### src/rtl/btn_pkg.sv
// Shared types and helpers for the push-button conditioner.
//   btn_state_e : per-channel debounce/hold FSM state
//   cnt_width   : bit width that holds the largest of the three cycle counts
package btn_pkg;

  typedef enum logic [1:0] {
    IDLE     = 2'd0,
    DB_PRESS = 2'd1,
    HELD     = 2'd2,
    DB_REL   = 2'd3
  } btn_state_e;

  function automatic int unsigned cnt_width(input int unsigned a,
                                            input int unsigned b,
                                            input int unsigned c);
    int unsigned m;
    m = a;
    if (b > m) m = b;
    if (c > m) m = c;
    return unsigned'($clog2(m + 1));
  endfunction

endpackage

### src/rtl/btn_channel.sv
// One push-button channel: 2-flop synchronizer, debounce FSM, hold/repeat
// counter and registered outputs.
//   i_clk, i_rst : clock, synchronous active-high reset
//   i_btn        : raw asynchronous button (active-high)
//   o_level      : debounced level
//   o_press      : 1-cycle pulse on accepted press
//   o_release    : 1-cycle pulse on accepted release
//   o_repeat     : 1-cycle auto-repeat pulse while held
module btn_channel
  import btn_pkg::*;
#(
  parameter int unsigned DEBOUNCE_CYC = 1_000_000,
  parameter int unsigned REPEAT_DLY   = 50_000_000,
  parameter int unsigned REPEAT_PER   = 20_000_000
) (
  input  logic i_clk,
  input  logic i_rst,
  input  logic i_btn,
  output logic o_level,
  output logic o_press,
  output logic o_release,
  output logic o_repeat
);

  localparam int unsigned CW = cnt_width(DEBOUNCE_CYC, REPEAT_DLY, REPEAT_PER);

  logic [1:0]    sync_q;
  logic          btn_s;
  btn_state_e    state_q, state_d;
  logic [CW-1:0] db_cnt_q, db_cnt_d;
  logic [CW-1:0] hold_cnt_q, hold_cnt_d;
  logic          phase_q, phase_d;   // 0: waiting for first repeat, 1: periodic
  logic          level_q, level_d;
  logic          press_q, press_d;
  logic          release_q, release_d;
  logic          repeat_q, repeat_d;

  logic          db_last;
  logic [CW-1:0] hold_last;
  logic          hold_hit;

  assign btn_s     = sync_q[1];
  assign db_last   = (db_cnt_q == CW'(DEBOUNCE_CYC - 1));
  assign hold_last = phase_q ? CW'(REPEAT_PER - 1) : CW'(REPEAT_DLY - 1);
  assign hold_hit  = (REPEAT_DLY != 0) && (hold_cnt_q == hold_last);

  // State register
  always_ff @(posedge i_clk) begin
    if (i_rst) begin
      sync_q     <= '0;
      state_q    <= IDLE;
      db_cnt_q   <= '0;
      hold_cnt_q <= '0;
      phase_q    <= 1'b0;
      level_q    <= 1'b0;
      press_q    <= 1'b0;
      release_q  <= 1'b0;
      repeat_q   <= 1'b0;
    end else begin
      sync_q     <= {sync_q[0], i_btn};
      state_q    <= state_d;
      db_cnt_q   <= db_cnt_d;
      hold_cnt_q <= hold_cnt_d;
      phase_q    <= phase_d;
      level_q    <= level_d;
      press_q    <= press_d;
      release_q  <= release_d;
      repeat_q   <= repeat_d;
    end
  end

  // Next-state logic
  always_comb begin
    state_d    = state_q;
    db_cnt_d   = db_cnt_q;
    hold_cnt_d = hold_cnt_q;
    phase_d    = phase_q;
    unique case (state_q)
      IDLE: begin
        if (btn_s) begin
          state_d  = DB_PRESS;
          db_cnt_d = '0;
        end
      end
      DB_PRESS: begin
        if (!btn_s) begin
          state_d = IDLE;
        end else if (db_last) begin
          state_d    = HELD;
          hold_cnt_d = '0;
          phase_d    = 1'b0;
        end else begin
          db_cnt_d = db_cnt_q + CW'(1);
        end
      end
      HELD, DB_REL: begin
        if (state_q == HELD && !btn_s) begin
          state_d  = DB_REL;
          db_cnt_d = '0;
        end else if (state_q == DB_REL && !btn_s) begin
          if (db_last) state_d = IDLE;
          else         db_cnt_d = db_cnt_q + CW'(1);
        end else begin
          // The edge that returns from a rejected bounce also advances the
          // hold counter, so repeats slip by exactly the cycles spent in DB_REL.
          state_d = HELD;
          if (REPEAT_DLY != 0) begin
            if (hold_hit) begin
              hold_cnt_d = '0;
              phase_d    = 1'b1;
            end else begin
              hold_cnt_d = hold_cnt_q + CW'(1);
            end
          end
        end
      end
      default: state_d = IDLE;
    endcase
  end

  // Output logic (registered in the state register process)
  always_comb begin
    press_d   = (state_q == DB_PRESS) && btn_s && db_last;
    release_d = (state_q == DB_REL) && !btn_s && db_last;
    repeat_d  = ((state_q == HELD) || (state_q == DB_REL)) && btn_s && hold_hit;
    level_d   = level_q;
    if (press_d)   level_d = 1'b1;
    if (release_d) level_d = 1'b0;
  end

  assign o_level   = level_q;
  assign o_press   = press_q;
  assign o_release = release_q;
  assign o_repeat  = repeat_q;

endmodule

### src/rtl/btn_conditioner.sv
// Multi-channel push-button conditioner: N_BTN independent btn_channel
// instances, each producing a debounced level and press/release/repeat pulses.
//   i_clk, i_rst : clock, synchronous active-high reset
//   i_btn        : raw asynchronous buttons (active-high)
//   o_level      : debounced levels
//   o_press      : 1-cycle pulses on accepted presses
//   o_release    : 1-cycle pulses on accepted releases
//   o_repeat     : 1-cycle auto-repeat pulses while held
module btn_conditioner
  import btn_pkg::*;
#(
  parameter int unsigned N_BTN        = 2,
  parameter int unsigned DEBOUNCE_CYC = 1_000_000,
  parameter int unsigned REPEAT_DLY   = 50_000_000,
  parameter int unsigned REPEAT_PER   = 20_000_000
) (
  input  logic             i_clk,
  input  logic             i_rst,
  input  logic [N_BTN-1:0] i_btn,
  output logic [N_BTN-1:0] o_level,
  output logic [N_BTN-1:0] o_press,
  output logic [N_BTN-1:0] o_release,
  output logic [N_BTN-1:0] o_repeat
);

  for (genvar g = 0; g < N_BTN; g++) begin : g_ch
    btn_channel #(
      .DEBOUNCE_CYC (DEBOUNCE_CYC),
      .REPEAT_DLY   (REPEAT_DLY),
      .REPEAT_PER   (REPEAT_PER)
    ) u_ch (
      .i_clk     (i_clk),
      .i_rst     (i_rst),
      .i_btn     (i_btn[g]),
      .o_level   (o_level[g]),
      .o_press   (o_press[g]),
      .o_release (o_release[g]),
      .o_repeat  (o_repeat[g])
    );
  end

endmodule

### config.mk
export PLATFORM = sky130hd
export DESIGN_NAME = btn_conditioner
export DESIGN_NICKNAME = d
export VERILOG_FILES = /design/src/rtl/btn_pkg.sv /design/src/rtl/btn_channel.sv /design/src/rtl/btn_conditioner.sv
export SDC_FILE = /design/constraint.sdc
export NUM_CORES = 1
export LEC_CHECK = 0
export CAP_MARGIN = 20
export CORE_ASPECT_RATIO = 1.5
export CORE_UTILIZATION = 45
export DETAILED_ROUTE_END_ITERATION = 8
export GPL_TIMING_DRIVEN = 1
export PLACE_DENSITY = 0.6
export SYNTH_ARGS = -nofsm -noshare
export SYNTH_HDL_FRONTEND = slang
export SYNTH_SLANG_ARGS = --single-unit
### constraint.sdc
create_clock -name i_clk -period 2.5 [get_ports i_clk]
set_input_delay 0.75 -clock i_clk [delete_from_list [all_inputs] [get_ports i_clk]]
set_output_delay 0.75 -clock i_clk [all_outputs]
set_load 0.005 [all_outputs]
==> metrics.txt, run 1 <==
CORE AREA 12640 um2; crit path DAT 2.69 ns; Tmin final 2.395 ns; Seq. cell area 2442 um2; Total Routing Usage GR 0.2098; initial DRC count 241; Root Buffer clkbuf_16; Yosys cell types 53; largest net degree at the start of global routing 26; post-synthesis register bit count 122; fin util 0.5425; power per cell area 678.9 nW/um2; Die W 95.53 um; critical path cell sequence or4b_2, o41ai_1, o2111a_2, nor2_1, buf_4, a21o_1, a22o_1; Hold Vio Cnt, Final 0; layout net count 733; later-pin clock latency in the skew report 0.41 ns; number of global-route vias before repair 4755; Post-Synthesis Cell Area 5904 um2; Pwr Total 4.654 mW; fraction of layout cells with a size suffix above 1 0.09485; # Post-CTS Setup Buffers 0; Worst Max-Slew Pin Slew 0.5951 ns; grt ovf 0; CP Launch Type flop; # diodes 0; initial antenna violation count 0; WS Path Type flop to flop; syn nets 714; area grow syn2layout 16.11%; outcome completed; Setup crit start g_ch[1].u_ch.hold_cnt_q[19]$_SDFFE_PP0P_; setup TNS 0 ns; Post-synth ARST share 0; total I/O pin count 12; Worst Path Required 2.80 ns; DPL Wire Length 9.140 mm; Hold Path Class flop to flop; die height 142.3 um; clock sinks 122; post_cts resized 0; worst reg-to-reg setup slack 0.11 ns; first-pass GRT wire length 22.43 mm; worst r2r src g_ch[1].u_ch.hold_cnt_q[19]$_SDFFE_PP0P_; Critical Path Sink Type flop; htree depth 4; Max Freq 417.6 MHz; VDD IR max 465.5 uV; Avg Cell Area, Syn 8.363 um2; Row Count 50; drt via density 5.650; CTS Hold Bufs 0; Port Buffers 11; final WL 13.15 mm; Max-Cap Viols 0; Slew Viols, Final 0; crit share post-route 0.9580; Fillers 1163; Non-Filler Instances 894; max incr delay on CP 0.67 ns; routed via count 5051; area of the multi-input gates 3243 um2; placed cells 862; DRT Pass-1 Iters 7; hold slack final 0.4403 ns; leak pwr 2.342 nW; hold path start g_ch[1].u_ch.sync_q[0]$_SDFF_PP0_; DIE AREA 13590 um2; Clk pin slew, worst setup/hold paths 0.05 ns; slowest library cell on the worst path or4b_2; Crit path max-delay family compound AO/OA/AOI/OAI gates; Finish-stage setup viols 0; average wire per standard cell 14.71 um; drt drc 0; TritonCTS clock tree done; Max Buffers Root-to-Sink 2; starting density of the core 0.4672; Slew Limit Headroom 0.5996; Post-synth EDFFs 0; Final Wtd Congestion 0.8037; Syn. warnings 0; crit-path max FO 11; post-synthesis sequential area ratio 0.4136; Buf/Inv on CP 1; total CTS buffers 17; Post-Syn Instances 706; Synth Flop Type dfxtp_1; Worst Clk Skew 0.01158 ns; antenna violation net count after detailed routing 0; RSZ-0062 raised after global routing no
path summary, 6_finish.rpt:
kind                                                           endpoint  depth (start not counted)
worst max-delay path            g_ch[1].u_ch.hold_cnt_q[8]$_SDFFE_PP0P_                          7
worst min-delay path                  g_ch[1].u_ch.sync_q[1]$_SDFF_PP0_                          1
worst max register to register  g_ch[1].u_ch.hold_cnt_q[8]$_SDFFE_PP0P_                          7
worst min register to register        g_ch[1].u_ch.sync_q[1]$_SDFF_PP0_                          1
metrics by stage:
stage	area, um2	setup WS (ns)
floorplan	5904	0.2400
global placement	6227	0.2104
detailed placement	6227	0.1779
CTS	6855	0.1185
global route	6855	0.01196
finish	6855	0.1051
synth_stat cells, drive strengths merged (4+ instances only):
library cell | n | area share
buf | 15 | 0.017
and2 | 8 | 0.0085
clkbuf | 23 | 0.015
o21ai | 29 | 0.025
a21o | 5 | 0.0064
dfxtp | 122 | 0.41
and4 | 10 | 0.015
a31oi | 5 | 0.0078
nand2 | 59 | 0.038
a22o | 6 | 0.0089
a21oi | 26 | 0.022
nor3 | 24 | 0.020
and3 | 19 | 0.020
inv | 9 | 0.0057
nor4 | 29 | 0.033
nor2b | 7 | 0.0074
xnor2 | 39 | 0.058
xor2 | 40 | 0.059
nor2 | 98 | 0.062
nand3 | 40 | 0.034
o41ai | 4 | 0.0059
nand4 | 33 | 0.035
nor4b | 9 | 0.015
ha | 4 | 0.0085
or3 | 9 | 0.0095
cells by family (layout without fill, tap and decap cells):
kind of cell,count (synthesis),after routing,synth area share
flip-flops,122,122,0.4136
multiplexers,3,3,0.005086
adder cells (fa/ha/maj),4,4,0.008477
XOR/XNOR,79,79,0.1172
AO/OA/AOI/OAI,88,88,0.09494
buffers and inverters,47,79,0.03708
AND/OR/NAND/NOR,363,363,0.3236
placed cells by master (no fill, tap or decap), drive strengths merged, types with 10 or more instances in the layout:
cell,count
and3,19
nand4,33
nor3,24
nand2,59
buf,27
o21ai,29
clkbuf,20
clkdlybuf4s50,11
dfxtp,122
nor4,29
nor2,98
a21oi,26
xor2,40
nand3,40
and4,10
xnor2,39
routing by layer:
layer  routed length, um  part of all wire  global-route usage
met5                   0                 0                   0
met3                 372             0.028             0.04701
met4                 145             0.011             0.07541
met2                6500              0.49              0.3485
met1                6130              0.47              0.2631
cell type report:
cell class	count	share of cell area
tap	156	0.02847
multi-input combinational	537	0.4731
clock inverter	12	0.02500
inverter	9	0.004928
sequential	122	0.3563
timing repair buffer	38	0.04563
clock buffer	20	0.06662
power breakdown:
part	leakage (nW)	total [mW]	switching [mW]	internal, mW
registers	0.984	1.96	0.00828	1.95
logic	1.06	0.0950	0.0592	0.0358
clock network	0.302	2.60	0.882	1.71
total	2.34	4.65	0.950	3.70
sequential cells by signal (all words and copies together), names as in the netlist, named ones only:
signal,cells
g_ch.u_ch.db_cnt_q,52
g_ch.u_ch.hold_cnt_q,52
g_ch.u_ch.sync_q,4
g_ch.u_ch.o_level,2
g_ch.u_ch.o_press,2
g_ch.u_ch.o_release,2
g_ch.u_ch.o_repeat,2
g_ch.u_ch.phase_q,2
g_ch.u_ch.state_q,2
Note: power is estimated with default switching activity, not from simulation.
==> run 2: changes to the inputs <==
Settings changed: CORE_UTILIZATION 45 to 40, PLACE_DENSITY 0.6 to 0.56.
Clock period 2.5 ns to 1.95 ns, I/O delays scaled along.
==> run 2 against run 1 <==
Compared with the run above: the run now ends with negative setup slack left; non-clock buffer count is 116 higher; final area is 22% higher; wire length is 23% higher; setup slack worse by 0.26 ns; clock-buffer cell count is 5 higher; sequential power is 29% higher; maximum frequency is 14% higher; sequential cell count stayed put; first-iteration DRC count is 26% lower; clock skew is 0.0017 ns higher; clock power is 21% higher; core utilization is 3.7 points higher; largest cell class unchanged; largest power group unchanged; highest routed layer unchanged.
==> metrics.txt, run 2 (same netlist as run 1, synthesis figures left out) <==
outcome finished, violations left; failing checks negative setup slack; Root Buffer clkbuf_16; cell-internal power 4.623 mW (+25%); later-pin clock latency in the skew report 0.42 ns (about the same); CORE AREA 14460 um2 (+14%); Hold Vio Cnt, Final 0 (unchanged); Worst Path Required 2.26 ns (-0.54 ns); Slew Limit Headroom 0.7117 (+0.1121); Finish-stage setup viols 25 (+25); placed cells 1004 (+16%); Non-Filler Instances 1053 (+18%); area grow syn2layout 41.85%; Final Wtd Congestion 0.8315 (+3.5%); grt ovf 0 (unchanged); Fillers 1304 (+12%); part of the power in combinational logic 0.029 (+0.009); htree depth 4 (unchanged); Total Routing Usage GR 0.2128 (+0.002952); R2R cell count 7 (unchanged); Critical Path Sink Type flop; dpl ws -0.2186 ns (-0.3964 ns); first-pass GRT wire length 25.52 mm (+14%); switch share 0.2081 (+0.004046); layout net count 852 (+16%); post-route setup slack -0.1537 ns (-0.2588 ns); drt drc 0 (unchanged); leak pwr 3.121 nW (+33%); Clk pin slew, worst setup/hold paths 0.06 ns (about the same); Max Buffers Root-to-Sink 2 (unchanged); Port Buffers 11 (unchanged); crit path DAT 2.41 ns (-0.28 ns); Max Freq 475.4 MHz (+14%); power per cell area 697.1 nW/um2 (+2.7%); number of global-route vias before repair 5553 (+17%); Tmin final 2.104 ns (-0.2912 ns); clock power share 0.540 (-0.018); DRT Pass-1 Iters 4 (-3); CTS Hold Bufs 0 (unchanged); register share of total power 0.431 (+0.009); drt via density 5.406 (-4.3%); Worst Clk Skew 0.01326 ns (+0.001676 ns); RSZ-0062 raised after global routing yes; antenna violation net count after detailed routing 0 (unchanged); commonest non-fill, non-tap cells in the layout 128 x buf_4, 97 x dfxtp_1, 94 x nor2_1; die height 150.8 um (+6.0%); routed via count 5693 (+13%); crit-path max FO 6 (-5); WS Path Type flop to flop; worst hold stages 1 (unchanged); Slew Viols, Final 0 (unchanged); fin util 0.5793 (+0.03679); final WL 16.16 mm (+23%); total CTS buffers 17 (unchanged); commonest non-fill, non-tap cell in the layout buf_4; Hold Path Class flop to flop; post-route cell area 8376 um2 (+22%); average wire per standard cell 15.35 um (+4.4%); setup TNS -2.461 ns (-2.461 ns); dpl cell area 7207 um2 (+16%); CP Launch Type flop; largest net degree at the start of global routing 25 (-3.8%); fraction of layout cells with a size suffix above 1 0.3244 (+0.2295); largest registers g_ch.u_ch.db_cnt_q (52), g_ch.u_ch.hold_cnt_q (52), g_ch.u_ch.sync_q (4); DPL Wire Length 10.83 mm (+18%); # diodes 0 (unchanged); VDD IR max 562.3 uV (+21%); clock sinks 122 (unchanged); initial antenna violation count 0 (unchanged); Max-Cap Viols 0 (unchanged); Die W 101.2 um (+5.9%); Worst Max-Slew Pin Slew 0.4293 ns (-0.1657 ns); TritonCTS clock tree done; Net Switching 1.215 mW (+28%); DIE AREA 15260 um2 (+12%); starting density of the core 0.4084 (-0.05887); Row Count 54 (+8.0%); initial DRC count 179 (-26%); crit share post-route 1.079 (+0.1208); total I/O pin count 12 (unchanged)
==> run 2: cell types whose count changed in the layout (fill, tap and decap cells not counted), moves of 8 or more <==
cell	previous run	this run
buf_4	27	128
nor3_1	24	13
o21ai_1	2	10
nor3_2	0	10
nor4_2	2	14
o21ai_0	27	17
dfxtp_1	122	97
dfxtp_2	0	24
buf_6	0	10
nor4_1	27	9
==> run 2: power by group through the flow <==
stage	registers, mW	clock network, mW	logic, mW
6_report	2.52	3.15	0.170
3_5_place_dp	2.57	0	0.155
3_3_place_gp	2.57	0	0.153
5_1_grt	2.52	3.32	0.184
4_1_cts	2.52	3.20	0.157
2_1_floorplan	2.57	0	0.0818
==> run 2: routing by layer <==
layer,GRT usage,vias to the layer above,part of all wire
li1,-,2804,-
met4,0.1022,0,0.023
met3,0.04015,31,0.030
met5,0,-,0
met1,0.2460,2758,0.42
met2,0.3735,100,0.53
==> run 2: final timing paths <==
| path | end | slack, ns | start |
|---|---|---|---|
| min | g_ch[1].u_ch.sync_q[1]$_SDFF_PP0_ | 0.43 | g_ch[1].u_ch.sync_q[0]$_SDFF_PP0_ |
| max | g_ch[1].u_ch.hold_cnt_q[7]$_SDFFE_PP0P_ | -0.15 | g_ch[1].u_ch.hold_cnt_q[24]$_SDFFE_PP0P_ |
| max reg2reg | g_ch[1].u_ch.hold_cnt_q[7]$_SDFFE_PP0P_ | -0.15 | g_ch[1].u_ch.hold_cnt_q[24]$_SDFFE_PP0P_ |
| min reg2reg | g_ch[1].u_ch.sync_q[1]$_SDFF_PP0_ | 0.43 | g_ch[1].u_ch.sync_q[0]$_SDFF_PP0_ |
==> run 2: per-stage QoR <==
step                      hold WS [ns]  total power [mW]
after floorplan                 0.4138             2.649
after global placement          0.4337             2.723
after detailed placement        0.4345             2.725
after CTS                       0.4419             5.875
after global routing            0.4516             6.022
final                           0.4262             5.838
==> run 2: repair_timing <==
action / 4_1_cts / 5_1_grt
buffers inserted: 6 / 7
pin swaps: 12 / 31
gates cloned: 2 / 3
endpoints found under the setup margin: 48 / 66
endpoints found under the hold margin: 0 / 0
gates resized for setup: 34 / 78
==> run 2: area by class of cell <==
type	count	area, um2	area share
Inverter	9	33.78	0.004033
Tap cell	196	245.2	0.02928
Clock buffer	25	505.5	0.06035
Clock inverter	7	87.58	0.01046
Multi-Input combinational cell	540	3746	0.4473
Sequential cell	122	2476	0.2956
Timing Repair Buffer	154	1281	0.1530
==> run 2: worst max-delay path: stages, from the launching register on <==
cell,delay [ns]
dfxtp_2,0.33
or4b_4,0.55
nor4_4,0.30
o2111a_2,0.33
buf_6,0.17
nor3_2,0.04
o21ai_1,0.17
o41ai_2,0.10
==> run 3: changes to the inputs <==
Settings changed: PLACE_DENSITY 0.56 to 0.54.
Clock period 1.95 ns to 2.2 ns, I/O delays scaled along.
==> run 3 against run 2 <==
Compared with the run above: the flow now finishes without violations; largest cell class unchanged; critical path depth unchanged; cell count fell by 6.7%; sequential cell count unchanged; maximum frequency shrank 1.5%; final area is 12% lower; non-clock buffer count is 68 lower; via count shrank 7.5%; critical endpoint is now g_ch[1].u_ch.hold_cnt_q[10]$_SDFFE_PP0P_.
==> metrics.txt, run 3 (same netlist as run 1, synthesis figures left out) <==
hold path start g_ch[0].u_ch.sync_q[0]$_SDFF_PP0_; layout net count 781 (-8.3%); Tmin final 2.136 ns (+0.03227 ns); later-pin clock latency in the skew report 0.42 ns (about the same); worst r2r src g_ch[1].u_ch.hold_cnt_q[19]$_SDFFE_PP0P_; end of the worst hold path g_ch[0].u_ch.sync_q[1]$_SDFF_PP0_; dpl ws -0.07833 ns (+0.1402 ns); initial DRC count 235 (+31%); average wire per standard cell 14.95 um (-2.6%); TritonCTS clock tree done; Slew Limit Headroom 0.6173 (-0.09441); clock sinks 122 (unchanged); first-pass GRT wire length 24.56 mm (-3.7%); Final Wtd Congestion 0.8634 (+3.8%); RSZ-0062 raised after global routing yes; Max-Cap Viols 0 (unchanged); Clk pin slew, worst setup/hold paths 0.06 ns (about the same); total I/O pin count 12 (unchanged); drt drc 0 (unchanged); Total Routing Usage GR 0.2059 (-0.006815); final WL 14.68 mm (-9.2%); Worst Clk Skew 0.008746 ns (-0.004509 ns); drt via density 5.365 (-0.77%); Critical Path Sink Type flop; Root Buffer clkbuf_16; VDD IR max 406.0 uV (-28%); DIE AREA 15260 um2 (unchanged); Critical R2R Capture g_ch[1].u_ch.hold_cnt_q[10]$_SDFFE_PP0P_; outcome completed; DRT Pass-1 Iters 5 (+1); die height 150.8 um (unchanged); Finish-stage setup viols 0 (-100%); leak pwr 2.613 nW (-16%); Max Freq 468.2 MHz (-1.5%); Port Buffers 11 (unchanged); grt ovf 0 (unchanged); antenna violation net count after detailed routing 0 (unchanged); # diodes 0 (unchanged); routed via count 5268 (-7.5%); commonest non-fill, non-tap cells in the layout 117 x dfxtp_1, 97 x nor2_1, 70 x buf_4; power per cell area 675.0 nW/um2 (-3.2%); starting density of the core 0.4084 (unchanged); total CTS buffers 17 (unchanged); R2R cell count 7 (unchanged); WS Path Type flop to flop; Max Buffers Root-to-Sink 2 (unchanged); fraction of layout cells with a size suffix above 1 0.1730 (-0.1514); Worst Max-Slew Pin Slew 0.5700 ns (+0.1406 ns); largest registers g_ch.u_ch.db_cnt_q (52), g_ch.u_ch.hold_cnt_q (52), g_ch.u_ch.sync_q (4); Row Count 54 (unchanged); Hold Vio Cnt, Final 0 (unchanged); post-route setup slack 0.06407 ns (+0.2177 ns); number of global-route vias before repair 5318 (-4.2%); worst hold stages 1 (unchanged); commonest non-fill, non-tap cell in the layout dfxtp_1; DPL Wire Length 10.53 mm (-2.8%); crit share post-route 0.9709 (-0.1079); CORE AREA 14460 um2 (unchanged); htree depth 4 (unchanged); area grow syn2layout 25.01%; Worst Path Required 2.51 ns (+0.25 ns); Die W 101.2 um (unchanged); largest net degree at the start of global routing 25 (unchanged); crit-path max FO 6 (unchanged); initial antenna violation count 0 (unchanged); crit path DAT 2.45 ns (+0.04 ns); worst reg-to-reg setup slack 0.06 ns (+0.22 ns); Pwr Total 4.982 mW (-15%); CP Launch Type flop; Hold Path Class flop to flop; CTS Hold Bufs 0 (unchanged); Slew Viols, Final 0 (unchanged)
==> run 3: power breakdown <==
part	internal [mW]	total (mW)	switching, mW
combinational	0.0501	0.125	0.0752
sequential	2.22	2.23	0.00814
clock	1.66	2.63	0.968
==> run 3: worst max-delay path by stage <==
stage | to | from | cells after the start | slack [ns]
2_1_floorplan | g_ch[1].u_ch.hold_cnt_q[22]$_SDFFE_PP0P_ | g_ch[1].u_ch.db_cnt_q[1]$_SDFFE_PP0P_ | 9 | -0.003
3_3_place_gp | g_ch[0].u_ch.hold_cnt_q[13]$_SDFFE_PP0P_ | g_ch[0].u_ch.db_cnt_q[10]$_SDFFE_PP0P_ | 6 | -0.03
3_5_place_dp | g_ch[0].u_ch.hold_cnt_q[13]$_SDFFE_PP0P_ | g_ch[0].u_ch.db_cnt_q[10]$_SDFFE_PP0P_ | 6 | -0.08
4_1_cts | g_ch[1].u_ch.hold_cnt_q[22]$_SDFFE_PP0P_ | g_ch[1].u_ch.db_cnt_q[12]$_SDFFE_PP0P_ | 6 | 0.01
5_1_grt | g_ch[1].u_ch.hold_cnt_q[22]$_SDFFE_PP0P_ | g_ch[1].u_ch.db_cnt_q[10]$_SDFFE_PP0P_ | 6 | -0.008
6_report | g_ch[1].u_ch.hold_cnt_q[10]$_SDFFE_PP0P_ | g_ch[1].u_ch.hold_cnt_q[19]$_SDFFE_PP0P_ | 7 | 0.06
==> run 3: final cells by class <==
type	count	area (um2)
Clock buffer	24	491.7
Fill cell	1414	7078
Inverter	9	33.78
Sequential cell	122	2449
Tap cell	196	245.2
Multi-Input combinational cell	537	3353
Timing Repair Buffer	86	740.7
Clock inverter	8	67.56
==> run 3: routing by layer <==
layer  GRT usage  share of wire
met3     0.05030          0.029
met4     0.08841          0.021
met5           0              0
met1      0.2169           0.41
met2      0.3830           0.54
==> run 3: per-stage QoR <==
step	util	TNS [ns]	cell area [um2]	hold slack, ns	instances
global placement	0.4619	-0.1185	6679	0.4275	948
global route	0.5105	-0.01079	7381	0.4603	982
detailed placement	0.4619	-0.6905	6679	0.4336	948
finish	0.5105	0	7381	0.4353	982
floorplan	-	-0.002510	5934	0.4138	706
CTS	0.5010	0	7244	0.4440	980
==> run 3: timing repair <==
item                                    4_1_cts  5_1_grt
pin swaps                                     0        6
endpoints found under the setup margin       25       52
gates cloned                                  0        1
gates resized for setup                       2       21
buffers inserted                              0        1
endpoints found under the hold margin         0        0
==> run 3: worst max-delay path: stages, from the launching register on <==
cell and delay [ns]:
dfxtp_2 0.32, or4b_4 0.52, o41ai_2 0.33, o2111a_2 0.29, nor2_4 0.07, buf_12 0.13
a21o_1 0.15, a22o_1 0.22
==> variant, RTL diff (config.mk and constraints of run 3) <==
Re-encode `btn_state_e` (4 states) as one-hot, 4 bits wide.
--- a/src/rtl/btn_pkg.sv
+++ b/src/rtl/btn_pkg.sv
@@ -4,9 +4,9 @@
 package btn_pkg;
 
-  typedef enum logic [1:0] {
-    IDLE     = 2'd0,
-    DB_PRESS = 2'd1,
-    HELD     = 2'd2,
-    DB_REL   = 2'd3
+  typedef enum logic [3:0] {
+    IDLE     = 4'b0001,
+    DB_PRESS = 4'b0010,
+    HELD     = 4'b0100,
+    DB_REL   = 4'b1000
   } btn_state_e;
 
Check against the original RTL: same outputs for any inputs over 4 cycles, from zero or initial values and one cycle with i_rst high; so few cycles prove little.
==> variant against run 3 <==
  * The run now ends with negative setup slack left
  * Total power up 2.6%
  * Final area up 25%
  * Sequential cell count up 4
  * Synthesized cell count up 16%
  * Area after synthesis up 13%
  * Setup slack worse by 0.25 ns
  * Critical path depth up 1
  * Sequential power up 3%
  * Fmax down 10%
  * Worst hold slack better by 0.012 ns
  * Routed wire length up 33%
  * Global-route usage up 2.2 points
  * Count of clock-buffer cells in the layout up 1
  * Largest power group unchanged
  * Highest routed layer unchanged
==> variant: results (changes against run 3) <==
[run_status]
status=complete, but fails checks  ; was completed
violations=negative setup slack

[place]
preCtsSetupSlack_ns=-0.232  ; was -0.0783 ns
gp_congestion=0.886  ; was 0.863
hpwlAfterDp_um=13400  ; was 10500 um
placed_cells=1133  ; was 948

[pwr]
ir_drop_mv=0.400  ; was 0.406 mV
comb_power_share_pct=3.4  ; was 2.5%
p_leak_nw=3.21  ; was 2.61 nW
swShare_pct=22.0  ; was 21.1%
pg_clk_mw=2.64  ; was 2.63 mW

[routing]
met2_length_um=10500  ; was 7870 um
wirelength_um=19500  ; was 14700 um
first_iter_violations=290  ; was 235
dr_wl_met3_um=479  ; was 419 um
wl_met1_um=7940  ; was 6090 um
vias=6839  ; was 5268

[setup_path]
arrival_ns=2.68  ; was 2.45 ns
cp_max_fo=7  ; was 6
critical-path-top-delay-family=simple AND/OR/NAND/NOR gates  ; was compound AO/OA/AOI/OAI gates
startpoint=g_ch[1].u_ch.hold_cnt_q[24]  ; was g_ch[1].u_ch.hold_cnt_q[19]
r2r.worst_path.cells=8  ; was 7
crit_path_end=g_ch[1].u_ch.hold_cnt_q[16]  ; was g_ch[1].u_ch.hold_cnt_q[10]

[worst_hold_path]
whs_endpoint=g_ch[0].u_ch.sync_q[1]  ; unchanged

[layout]
final_nets=977  ; was 781
diodes=0  ; unchanged
nFillCells=1465  ; was 1414
instances_no_fill=1187  ; was 982
top_regs=g_ch.u_ch.db_cnt_q (52), g_ch.u_ch.hold_cnt_q (52), g_ch.u_ch.state_q (8)  ; was g_ch.u_ch.db_cnt_q (52), g_ch.u_ch.hold_cnt_q (52), g_ch.u_ch.sync_q (4)
multi_input_area_sq_mm=0.00436  ; was 0.00335 sq mm
drive_gt1_share_pct=30.4  ; was 17.3%

[global_routing]
grt_max_degree=26  ; was 25
grt_pass1_vias=6749  ; was 5318
use_met1_pct=24.7  ; was 21.7%
grt_usage_pct=22.8  ; was 20.6%
grt_util_met2_pct=42.2  ; was 38.3%
globalRouteMet3Util_pct=4.57  ; was 5.03%

[sta]
setup_viol_count_final=39  ; was 0
fin_tns_setup_ns=-3.72  ; was 0 ns
skew_ns=0.00686  ; was 0.00875 ns
finalWorstSetupSlack_ns=-0.184  ; was 0.0641 ns
hold_ws_ns=0.447  ; was 0.435 ns
slew_headroom_pct=60.5  ; was 61.7%

[yosys]
synth_fa_ha_area_share_pct=0.903  ; was 0.848%
synth-compound-area-share_pct=14.0  ; was 9.49%
synth_mux_area_share_pct=1.22  ; was 0.509%
synth_flop_cell=dfxtp_1  ; unchanged
synthTopCellsByCount=dfxtp_1, nor2_1, nand2_1  ; unchanged
yosysSeqAreaShare_pct=37.9  ; was 41.4%
synth_cell_types=69  ; was 53
syn_nets=826  ; was 714
postSynthAreaPerCell_sq_um=8.13  ; was 8.36 sq um
synth_xor_area_share_pct=6.32  ; was 11.7%
yosys-top-cells-area=dfxtp_1, nor2_1, xnor2_1  ; was dfxtp_1, nor2_1, xor2_1

==> variant: area by class of cell <==
type | count | share of cell area, %
clock buffer | 25 | 5.27
clock inverter | 6 | 0.652
inverter | 19 | 0.774
multi-input combinational | 626 | 47.3
sequential | 126 | 27.5
tap | 206 | 2.80
timing repair buffer | 179 | 15.7
==> variant: timing repair <==
item,4_1_cts,5_1_grt
gates cloned,2,1
setup endpoints to repair,70,73
endpoints found under the hold margin,0,0
resized for setup,38,87
pin swaps,8,19
buffers inserted,5,16
==> variant: per-stage QoR <==
stage | power (mW) | utilization [%] | instance area, sq um
final | 5.11 | 56.7 | 9210
after global routing | 5.29 | 56.7 | 9210
after CTS | 5.15 | 53.6 | 8720
after detailed placement | 2.50 | 48.9 | 7950
after global placement | 2.49 | 48.9 | 7950
after floorplan | 2.43 | - | 6720
==> variant: logic make-up after synthesis <==
family          count (synthesis)
compound gates                146
xor+xnor                       48
fa+ha+maj                       5
buf+inv                        68
flops                         126
mux                             8
simple gates                  417
